$ cat src/rtl/mlp_pkg.sv
// Shared types and constants for the two-layer MLP sequencer.
package mlp_pkg;

    typedef enum logic [2:0] {
        S_IDLE     = 3'd0,
        S_L1_RUN   = 3'd1,
        S_L1_DRAIN = 3'd2,
        S_L2_RUN   = 3'd3,
        S_L2_DRAIN = 3'd4,
        S_DONE     = 3'd5
    } state_t;

    localparam int N_IN_DEF    = 784;
    localparam int N_HID_DEF   = 200;
    localparam int N_OUT_DEF   = 10;
    localparam int MAC_LAT_DEF = 3;

    localparam int ADDR1_W = 18;
    localparam int ADDR2_W = 12;
    localparam int ADDR3_W = 10;
    localparam int HID_W   = 8;
    localparam int RES_W   = 8;

endpackage

$ cat src/rtl/mlp_layer_sequencer_counter.sv
// Nested inner/outer operand counter with a linear address that simply
// increments, so outer*INNER_N+inner never needs a multiplier.
// On the final operand (wrap) the counter returns to zero if advanced; the
// sequencer instead stops advancing there so the last address is held.
module mlp_nested_counter #(
    parameter int INNER_N = 4,
    parameter int OUTER_N = 3,
    parameter int INNER_W = 10,
    parameter int OUTER_W = 8,
    parameter int ADDR_W  = 18
) (
    input  logic               clk,
    input  logic               rst_b,
    input  logic               clear,
    input  logic               advance,
    output logic [INNER_W-1:0] inner,
    output logic [OUTER_W-1:0] outer,
    output logic [ADDR_W-1:0]  addr,
    output logic               inner_last,
    output logic               wrap
);

    localparam logic [INNER_W-1:0] INNER_MAX = INNER_W'(INNER_N - 1);
    localparam logic [OUTER_W-1:0] OUTER_MAX = OUTER_W'(OUTER_N - 1);

    assign inner_last = (inner == INNER_MAX);
    assign wrap       = inner_last && (outer == OUTER_MAX);

    // Step inner index, carry into outer index, keep linear address in lockstep.
    always_ff @(posedge clk or negedge rst_b) begin
        if (!rst_b) begin
            inner <= '0;
            outer <= '0;
            addr  <= '0;
        end else if (clear) begin
            inner <= '0;
            outer <= '0;
            addr  <= '0;
        end else if (advance) begin
            if (wrap) begin
                inner <= '0;
                outer <= '0;
                addr  <= '0;
            end else if (inner_last) begin
                inner <= '0;
                outer <= outer + OUTER_W'(1);
                addr  <= addr + ADDR_W'(1);
            end else begin
                inner <= inner + INNER_W'(1);
                addr  <= addr + ADDR_W'(1);
            end
        end
    end

endmodule

$ cat src/rtl/mlp_layer_sequencer.sv
// Two-layer MLP inference sequencer: walks layer-1 and layer-2 operand
// addresses, pulses mac_start on each neuron's last operand and issues the
// result write MAC_LAT cycles later through a state-independent delay line.
// Optional feature macro: MLP_SEQ_STALL_EN adds a 'stall' input that freezes
// state, counters and addresses while the result delay line keeps shifting.
//
// state      | meaning
// S_IDLE     | waiting for start, all outputs zero
// S_L1_RUN   | one layer-1 operand per cycle (j inner, i outer)
// S_L1_DRAIN | last layer-1 MAC in flight, addresses held for MAC_LAT cycles
// S_L2_RUN   | one layer-2 operand per cycle (k inner, o outer)
// S_L2_DRAIN | last layer-2 MAC in flight for MAC_LAT cycles
// S_DONE     | one-cycle done pulse, then back to idle
module mlp_layer_sequencer
    import mlp_pkg::*;
#(
    parameter int N_IN    = N_IN_DEF,
    parameter int N_HID   = N_HID_DEF,
    parameter int N_OUT   = N_OUT_DEF,
    parameter int MAC_LAT = MAC_LAT_DEF
) (
    input  logic               clk,
    input  logic               reset,
    input  logic               start,
`ifdef MLP_SEQ_STALL_EN
    input  logic               stall,
`endif
    output logic               busy,
    output logic               done,
    output logic [ADDR1_W-1:0] address_1,
    output logic [ADDR3_W-1:0] address_3,
    output logic [ADDR2_W-1:0] address_2,
    output logic [HID_W-1:0]   hid_addr,
    output logic               mac_start,
    output logic               layer_sel,
    output logic               res_we,
    output logic [RES_W-1:0]   res_addr
);

    localparam int DRAIN_W = (MAC_LAT > 1) ? $clog2(MAC_LAT) : 1;

    state_t               state;
    logic [DRAIN_W-1:0]   drain_cnt;
    logic                 hold;
    logic                 run1, run2, adv1, adv2, clr;

    logic [ADDR3_W-1:0]   cnt_j;
    logic [RES_W-1:0]     cnt_i;
    logic [ADDR1_W-1:0]   cnt_a1;
    logic                 last_j, wrap1;
    logic [HID_W-1:0]     cnt_k;
    logic [RES_W-1:0]     cnt_o;
    logic [ADDR2_W-1:0]   cnt_a2;
    logic                 last_k, wrap2;

    logic [MAC_LAT-1:0]   we_pipe;
    logic [RES_W-1:0]     idx_pipe [MAC_LAT];
    logic [RES_W-1:0]     idx_in;

`ifdef MLP_SEQ_STALL_EN
    assign hold = stall;
`else
    assign hold = 1'b0;
`endif

    assign run1 = (state == S_L1_RUN);
    assign run2 = (state == S_L2_RUN);
    assign clr  = (state == S_IDLE);
    // The final operand is not advanced past, so drain keeps the last address.
    assign adv1 = run1 && !hold && !wrap1;
    assign adv2 = run2 && !hold && !wrap2;

    mlp_nested_counter #(
        .INNER_N (N_IN),
        .OUTER_N (N_HID),
        .INNER_W (ADDR3_W),
        .OUTER_W (RES_W),
        .ADDR_W  (ADDR1_W)
    ) u_cnt_l1 (
        .clk        (clk),
        .rst_b      (reset),
        .clear      (clr),
        .advance    (adv1),
        .inner      (cnt_j),
        .outer      (cnt_i),
        .addr       (cnt_a1),
        .inner_last (last_j),
        .wrap       (wrap1)
    );

    mlp_nested_counter #(
        .INNER_N (N_HID),
        .OUTER_N (N_OUT),
        .INNER_W (HID_W),
        .OUTER_W (RES_W),
        .ADDR_W  (ADDR2_W)
    ) u_cnt_l2 (
        .clk        (clk),
        .rst_b      (reset),
        .clear      (clr),
        .advance    (adv2),
        .inner      (cnt_k),
        .outer      (cnt_o),
        .addr       (cnt_a2),
        .inner_last (last_k),
        .wrap       (wrap2)
    );

    assign mac_start = !hold && ((run1 && last_j) || (run2 && last_k));

    // Phase sequencing with registered busy/done/layer_sel and drain down-counter.
    always_ff @(posedge clk or negedge reset) begin
        if (!reset) begin
            state     <= S_IDLE;
            busy      <= 1'b0;
            done      <= 1'b0;
            layer_sel <= 1'b0;
            drain_cnt <= '0;
        end else begin
            case (state)
                S_IDLE: begin
                    done <= 1'b0;
                    if (start) begin
                        state <= S_L1_RUN;
                        busy  <= 1'b1;
                    end
                end
                S_L1_RUN: begin
                    if (!hold && wrap1) begin
                        state     <= S_L1_DRAIN;
                        drain_cnt <= DRAIN_W'(MAC_LAT - 1);
                    end
                end
                S_L1_DRAIN: begin
                    if (!hold) begin
                        if (drain_cnt == '0) begin
                            state     <= S_L2_RUN;
                            layer_sel <= 1'b1;
                        end else begin
                            drain_cnt <= drain_cnt - DRAIN_W'(1);
                        end
                    end
                end
                S_L2_RUN: begin
                    if (!hold && wrap2) begin
                        state     <= S_L2_DRAIN;
                        drain_cnt <= DRAIN_W'(MAC_LAT - 1);
                    end
                end
                S_L2_DRAIN: begin
                    if (!hold) begin
                        if (drain_cnt == '0) begin
                            state     <= S_DONE;
                            done      <= 1'b1;
                            busy      <= 1'b0;
                            layer_sel <= 1'b0;
                        end else begin
                            drain_cnt <= drain_cnt - DRAIN_W'(1);
                        end
                    end
                end
                S_DONE: begin
                    state <= S_IDLE;
                    done  <= 1'b0;
                end
                default: begin
                    state     <= S_IDLE;
                    busy      <= 1'b0;
                    done      <= 1'b0;
                    layer_sel <= 1'b0;
                end
            endcase
        end
    end

    // Addresses are only exposed in their own layer, zero elsewhere.
    always_comb begin
        address_1 = '0;
        address_3 = '0;
        address_2 = '0;
        hid_addr  = '0;
        if (state == S_L1_RUN || state == S_L1_DRAIN) begin
            address_1 = cnt_a1;
            address_3 = cnt_j;
        end
        if (state == S_L2_RUN || state == S_L2_DRAIN) begin
            address_2 = cnt_a2;
            hid_addr  = cnt_k;
        end
    end

    assign idx_in = mac_start ? (run2 ? cnt_o : cnt_i) : '0;

    // Result delay line shifts every cycle regardless of state or stall.
    always_ff @(posedge clk or negedge reset) begin
        if (!reset) begin
            we_pipe <= '0;
            for (int s = 0; s < MAC_LAT; s++) idx_pipe[s] <= '0;
        end else begin
            we_pipe[0]  <= mac_start;
            idx_pipe[0] <= idx_in;
            for (int s = 1; s < MAC_LAT; s++) begin
                we_pipe[s]  <= we_pipe[s-1];
                idx_pipe[s] <= idx_pipe[s-1];
            end
        end
    end

    assign res_we   = we_pipe[MAC_LAT-1];
    assign res_addr = idx_pipe[MAC_LAT-1];

endmodule
$ cat config.mk
export PLATFORM = sky130hd
export DESIGN_NAME = mlp_layer_sequencer
export DESIGN_NICKNAME = d
export VERILOG_FILES = /design/src/rtl/mlp_pkg.sv /design/src/rtl/mlp_layer_sequencer_counter.sv /design/src/rtl/mlp_layer_sequencer.sv
export SDC_FILE = /design/constraint.sdc
export NUM_CORES = 1
export LEC_CHECK = 0
export ABC_AREA = 1
export CAP_MARGIN = 25
export CORE_MARGIN = 3
export CORE_UTILIZATION = 25
export DETAILED_ROUTE_END_ITERATION = 16
export GPL_TIMING_DRIVEN = 0
export PLACE_DENSITY = 0.51
export SYNTH_ARGS = -nofsm -noshare
export SYNTH_HDL_FRONTEND = slang
export SYNTH_HIERARCHICAL = 1
export SYNTH_SLANG_ARGS = --single-unit
$ cat constraint.sdc
create_clock -name clk -period 4 [get_ports clk]
set_clock_uncertainty 0.1 [all_clocks]
set_input_delay 0.8 -clock clk [delete_from_list [all_inputs] [get_ports clk]]
set_output_delay 0.8 -clock clk [all_outputs]
set_load 0.1 [all_outputs]
Word-level counts from Yosys, hierarchy flattened
Index checks and enable logic that the tools add are counted.
{"block": "word_totals", "out_inout_bits": 61, "ff_bits": 99, "inputBits": 3, "word_cells": 113}
{"block": "classes", "n_mux": 44, "n_reduce_logical": 29, "n_bitwise": 3, "addsub": 7, "n_eq_ne": 15}
{"op": "$mux 8", "count": 15}
{"op": "$mux 18", "count": 4}
{"op": "$mux 10", "count": 5}
{"op": "$mux 12", "count": 4}
{"op": "$add 8x1->8 const B", "count": 3}
{"op": "$add 18x1->18 const B", "count": 1}
{"op": "$eq 8x8->1 const B", "count": 2}
{"op": "$mux 3", "count": 5}
{"op": "$pmux 3 s5", "count": 1}
{"op": "$add 12x1->12 const B", "count": 1}
{"op": "$add 10x1->10 const B", "count": 1}
{"op": "$eq 10x10->1 const B", "count": 1}
{"op": "$reduce_bool 3->1", "count": 3}
{"op": "$eq 8x4->1 const B", "count": 1}
{"op": "$ne 2x2->1 const B", "count": 4}
{"op": "$reduce_or 4->1", "count": 2}
{"op": "$eq 3x2->1 const B", "count": 2}
{"op": "$eq 3x3->1 const B", "count": 2}
{"op": "$logic_and 1x1->1", "count": 6}
{"op": "$mux 2", "count": 3}
{"op": "$pmux 1 s3", "count": 2}
{"op": "$pmux 2 s3", "count": 1}
{"op": "$reduce_and 2->1", "count": 3}
{"op": "$reduce_and 3->1", "count": 2}
{"op": "other kinds (15)", "count": 24}

Logic depth before layout (Yosys ltp)
{"block": "depth", "depth_word": 6, "mapped_depth": 16, "depth_no_buf": 16}

By module
Netlist, hierarchy kept.
{"module": "mlp_nested_counter at u_cnt_l1", "area_per_inst_um2": 2235.9, "cells_each": 316, "n_inst": 1, "seq_area_each_um2": 900.9}
{"module": "mlp_layer_sequencer", "area_per_inst_um2": 1986.9, "cells_each": 260, "n_inst": 1, "seq_area_each_um2": 875.8}
{"module": "mlp_nested_counter at u_cnt_l2", "area_per_inst_um2": 1721.7, "cells_each": 218, "n_inst": 1, "seq_area_each_um2": 700.7}

Least setup slack after synthesis
No wires, ideal clock.
{"block": "synth_timing", "path_kind": "flip-flop to output port", "startpoint": "reg state[1]", "endpoint": "out address_2[11]", "path_slack_ns": 0.815, "path_stages_with_launch": 8, "arrival_time_ns": 2.285, "path_cell_list": "dfrtp_1 buf_8 nor2_4 nand2_1 nand2_4 inv_4 buf_6 nor2_1"}
{"block": "synth_between", "elab_chain_cells": 3, "word_cells_on_any_way": 4, "classes_between": "2 x eq/ne; 1 x mux; 1 x reduce/logical"}
{"item": "start: declaration", "line_no": "mlp_layer_sequencer.sv:42", "text": "state_t state;"}
{"item": "start signal: assignment", "line_no": "mlp_layer_sequencer.sv:114", "text": "state <= S_IDLE;"}
{"item": "start signal: assignment", "line_no": "mlp_layer_sequencer.sv:124", "text": "state <= S_L1_RUN;"}
{"item": "start signal: assignment", "line_no": "mlp_layer_sequencer.sv:130", "text": "state <= S_L1_DRAIN;"}
{"item": "$eq 3x2->1 / $eq 3x3->1 (equally long branches)", "line_no": "mlp_layer_sequencer.sv:186", "text": "if (state == S_L2_RUN || state == S_L2_DRAIN) begin"}
{"item": "$logic_or 1x1->1 *", "line_no": "mlp_layer_sequencer.sv:186"}
{"item": "$mux 12 *", "line_no": "mlp_layer_sequencer.sv:186"}
{"item": "end: declaration", "line_no": "mlp_layer_sequencer.sv:32", "text": "output logic [ADDR2_W-1:0] address_2,"}
Every way passes the cells marked *; elsewhere a longest branch is shown, timed or not.

Worst setup path in the final report
{"block": "layout_timing", "startpoint": "reg u_cnt_l1.inner[1]", "endpoint": "out mac_start"}
{"block": "layout_between", "elab_chain_cells": 3}
{"item": "start: declaration", "line_no": "mlp_layer_sequencer_counter.sv:16", "text": "output logic [INNER_W-1:0] inner,"}
{"item": "start signal: assignment", "line_no": "mlp_layer_sequencer_counter.sv:49", "text": "inner <= inner + INNER_W'(1);"}
{"item": "$eq 10x10->1", "line_no": "mlp_layer_sequencer_counter.sv:26", "text": "assign inner_last = (inner == INNER_MAX);"}
{"item": "net last_j", "line_no": "mlp_layer_sequencer.sv:50", "text": "logic last_j, wrap1;"}
{"item": "$logic_and 1x1->1", "line_no": "mlp_layer_sequencer.sv:109", "text": "assign mac_start = !hold && ((run1 && last_j) || (run2 && last_k));"}
{"item": "$logic_or 1x1->1", "line_no": "mlp_layer_sequencer.sv:109"}
{"item": "end: declaration", "line_no": "mlp_layer_sequencer.sv:34", "text": "output logic mac_start,"}
The timed path passes the listed nets, and every way through them passes these cells.

==> results.py <==
metrics = {
    "sta": {
        "fmax_ghz": 0.2739,
        "maxSlewViolCount": 0,
        "hold_violations": 0,
        "timing.final.crit_share_pct": 91.27,
        "fin_crit_ns": 3.651,
        "slew_headroom_pct": 33.07,
        "setup_viol": 0,
        "rsz0062_at_grt": "false",
        "worst_pin_slew_ns": 1.001,
    },
    "worst_setup_path": {
        "reg2reg_to": "u_cnt_l1/addr[17]",
        "slowest_delay_ns": 0.91,
        "worst_setup_path_start_kind": "register",
        "rrSetupSlack_ns": 1.31,
        "cp_common_cell": "inv_1",
        "crit_family": "buffers and inverters",
        "reg2regPathDepth": 14,
        "cp.arrival_ns": 2.75,
        "worst_setup_path_end_kind": "output pin",
        "cp_max_fo": 10,
        "path_buf_inv": 4,
        "worst_path_max_delay_cell": "dlygate4sd2_1",
        "critPathKind": "register to output pin",
        "path_cells": "ha_1 -> nand3_1 -> inv_1 -> nand3_4 -> inv_1 -> inv_1 -> o21ai_4 -> dlygate4sd2_1",
        "regToRegStartpoint": "u_cnt_l1/outer[0]",
        "worstPathRequired_ns": 3.10,
    },
    "layout": {
        "final_common_cell": "nand2_1",
        "insertedDiodeCount": 0,
        "final.fill_count": 2516,
        "layout_common_cells": "nand2_1, inv_1, nor2_1",
        "drive_above_1_share_pct": 13.39,
        "instances_no_fill": 1187,
        "final_util_pct": 31.74,
        "synthToLayoutAreaGrowth_pct": 22.73,
        "finalNetCount": 880,
        "final_area_sq_um": 7296,
    },
    "synthesis": {
        "avgSynthCellArea_sq_um": 7.487,
        "synth.distinct_cells": 43,
        "synth_nets": 805,
        "synth-edff-count": 0,
        "yosysWarnings": 6,
        "async_flop_share_pct": 100.0,
        "netlist_area_sq_um": 5944,
        "synth_top_family_by_area": "simple AND/OR/NAND/NOR gates",
        "synthXorXnorAreaFrac_pct": 2.799,
        "syn_inst": 794,
        "seq_area_frac_synth_pct": 41.68,
        "yosys.area_share.simple_pct": 35.63,
        "synth_fa_ha_area_share_pct": 1.684,
        "synth_compound_area_share_pct": 5.578,
        "synth-main-ff-cell": "dfrtp_1",
        "synth_mux_area_share_pct": 0,
        "ys_ff_latch": 99,
    },
    "floorplanning": {
        "start_util_pct": 25.86,
        "die_area_sq_um": 25660,
        "std_cell_rows": 55,
        "fp.dieH_um": 160.2,
        "io_pins": 64,
        "die_width_um": 160.2,
        "core-area_sq_um": 22980,
    },
    "hold_path": {
        "min_from": "idx_pipe[21]",
        "min_path_type": "register to register",
        "holdPathStages": 0,
        "min_to": "idx_pipe[13]",
    },
    "global_route": {
        "grt.total_usage_pct": 11.08,
        "antenna_found_initial": 0,
        "gr-total-overflow": 0,
        "grt_pass1_wl_um": 23690,
        "grt_pass1_vias": 4794,
        "grt_max_degree": 57,
    },
    "clock_network": {
        "cts_sinks": 99,
        "cts_root_buf": "clkbuf_16",
        "insertion_delay_ns": 0.36,
        "numCtsBuffers": 9,
        "clkTransAtPathRegs_ns": 0.07,
        "cts_hold_repair.buffers": 0,
        "cts_tree": "yes",
        "cts_buffer_depth": 2,
        "htreeDepth": 3,
    },
    "job": {
        "cap_violations": 0,
    },
    "detailed_routing": {
        "first_iter_violations": 292,
        "routed_via_density": 4.115,
        "routed_wl_um": 13570,
        "antenna_left": 0,
        "drt_first_pass_iters": 4,
        "drc_errors": 0,
        "vias": 4884,
        "wl_per_cell_um": 11.43,
    },
    "placement": {
        "place_hpwl_um": 10130,
        "place_area_sq_um": 6992,
        "gp_congestion": 0.8534,
        "io_buffers": 63,
        "dp_cells": 1171,
    },
    "status": {
        "status": "completed",
    },
    "power_and_ir_drop": {
        "finalPower_uw": 4340,
        "ir_drop_mv": 0.3663,
        "power_leakage_uw": 0.003406,
        "p_per_area_nw_per_um2": 594.9,
    },
}
==> synthesized netlist by cell type (2+ instances only) <==
| library cell | instances | area share (%) |
|---|---|---|
| nand2_1 | 207 | 13 |
| nand4_1 | 17 | 1.8 |
| nand2_4 | 3 | 0.57 |
| inv_1 | 128 | 8.1 |
| buf_2 | 4 | 0.34 |
| nor2_8 | 2 | 0.67 |
| nor2_2 | 24 | 2.5 |
| nor3_2 | 2 | 0.34 |
| a21oi_1 | 13 | 1.1 |
| dfrtp_1 | 99 | 42 |
| ha_1 | 8 | 1.7 |
| nand3_1 | 48 | 4.0 |
| inv_4 | 3 | 0.32 |
| a21oi_2 | 3 | 0.44 |
| o21bai_1 | 2 | 0.25 |
| nor2_1 | 106 | 6.7 |
| o21ai_4 | 2 | 0.55 |
| nor3_1 | 11 | 0.93 |
| xnor2_1 | 9 | 1.3 |
| nand3b_1 | 5 | 0.63 |
| nand3_2 | 2 | 0.34 |
| o22ai_1 | 2 | 0.21 |
| o21ai_0 | 13 | 1.1 |
| nand3_4 | 3 | 0.88 |
| inv_2 | 7 | 0.44 |
| o21ai_2 | 3 | 0.44 |
| xor2_1 | 10 | 1.5 |
| buf_6 | 8 | 1.5 |
| o21ai_1 | 11 | 0.93 |
| nand2_2 | 9 | 0.95 |
| nor2_4 | 10 | 1.9 |
| buf_4 | 9 | 1.1 |
==> flip-flops by register name, summed over array words and instances (netlist names) <==
name            flops
busy                1
done                1
drain_cnt           2
idx_pipe           16
layer_sel           1
res_addr            8
state               3
u_cnt_l1/addr      18
u_cnt_l1/inner     10
u_cnt_l1/outer      8
u_cnt_l2/addr      12
u_cnt_l2/inner      8
u_cnt_l2/outer      8
we_pipe             3
==> power by group <==
group | total, uW | switching, uW | internal, uW
clock network | 886 | 441 | 445
registers | 1260 | 138 | 1120
logic | 2190 | 1590 | 606
==> worst max path at each step <==
stage,slack [ns],end,startpoint,cells past startpoint
2_1_floorplan,0.82,address_2[11],state[1],7
3_3_place_gp,-2.03,u_cnt_l2/addr[2],reset,1
3_5_place_dp,0.37,mac_start,u_cnt_l1/inner[1],8
4_1_cts,0.27,mac_start,u_cnt_l1/inner[1],8
5_1_grt,0.13,mac_start,u_cnt_l1/inner[1],8
6_report,0.35,mac_start,u_cnt_l1/inner[1],8
==> worst reg2reg max path, delay by kind of cell (launching register included) <==
kind / cells / cell delay, ns
fa+ha+maj: 1 / 0.24
simple gates: 9 / 1.41
flops: 1 / 0.42
buf+inv: 4 / 0.46
==> logic make-up (layout without fill, tap and decap cells) <==
group / Yosys count / in the layout
xor gates and xnor gates: 19 / 19
AOI/OAI and AO/OA: 53 / 53
and+or+nand+nor: 452 / 452
adders and majority gates: 8 / 8
DFF: 99 / 99
buffers and inverters: 163 / 243
==> routing by layer <==
metal,part of all wire (%),vias up,GRT usage [%]
met2,44,65,17.20
met5,0,-,0
met1,51,2230,15.42
met3,3.1,12,2.490
li1,-,2577,-
met4,1.5,0,3.314
==> layout make-up <==
type,count,area [sq um],area share (%)
buffer,23,212.7,2.915
clock buffer,9,225.2,3.087
clock inverter,7,80.08,1.098
inverter,140,538.0,7.374
multi-input combinational,532,2716,37.23
sequential,99,2477,33.96
tap,313,391.6,5.368
timing repair buffer,64,654.4,8.969
==> timing repair <==
item	in CTS	in global routing
resized for setup	1	0
hold endpoints to repair	0	0
endpoints found under the setup margin	1	0
buffers inserted	0	0
==> per-stage QoR <==
step	setup TNS, ns	worst slack, ns	hold slack (ns)
finish	0	0.3491	0.2509
global placement	-199.61	-2.027	0.2328
detailed placement	0	0.3663	0.2347
floorplan	0	0.8154	0.2312
CTS	0	0.2694	0.2528
global route	0	0.1262	0.2583
Note: power is estimated with default switching activity, not from simulation.
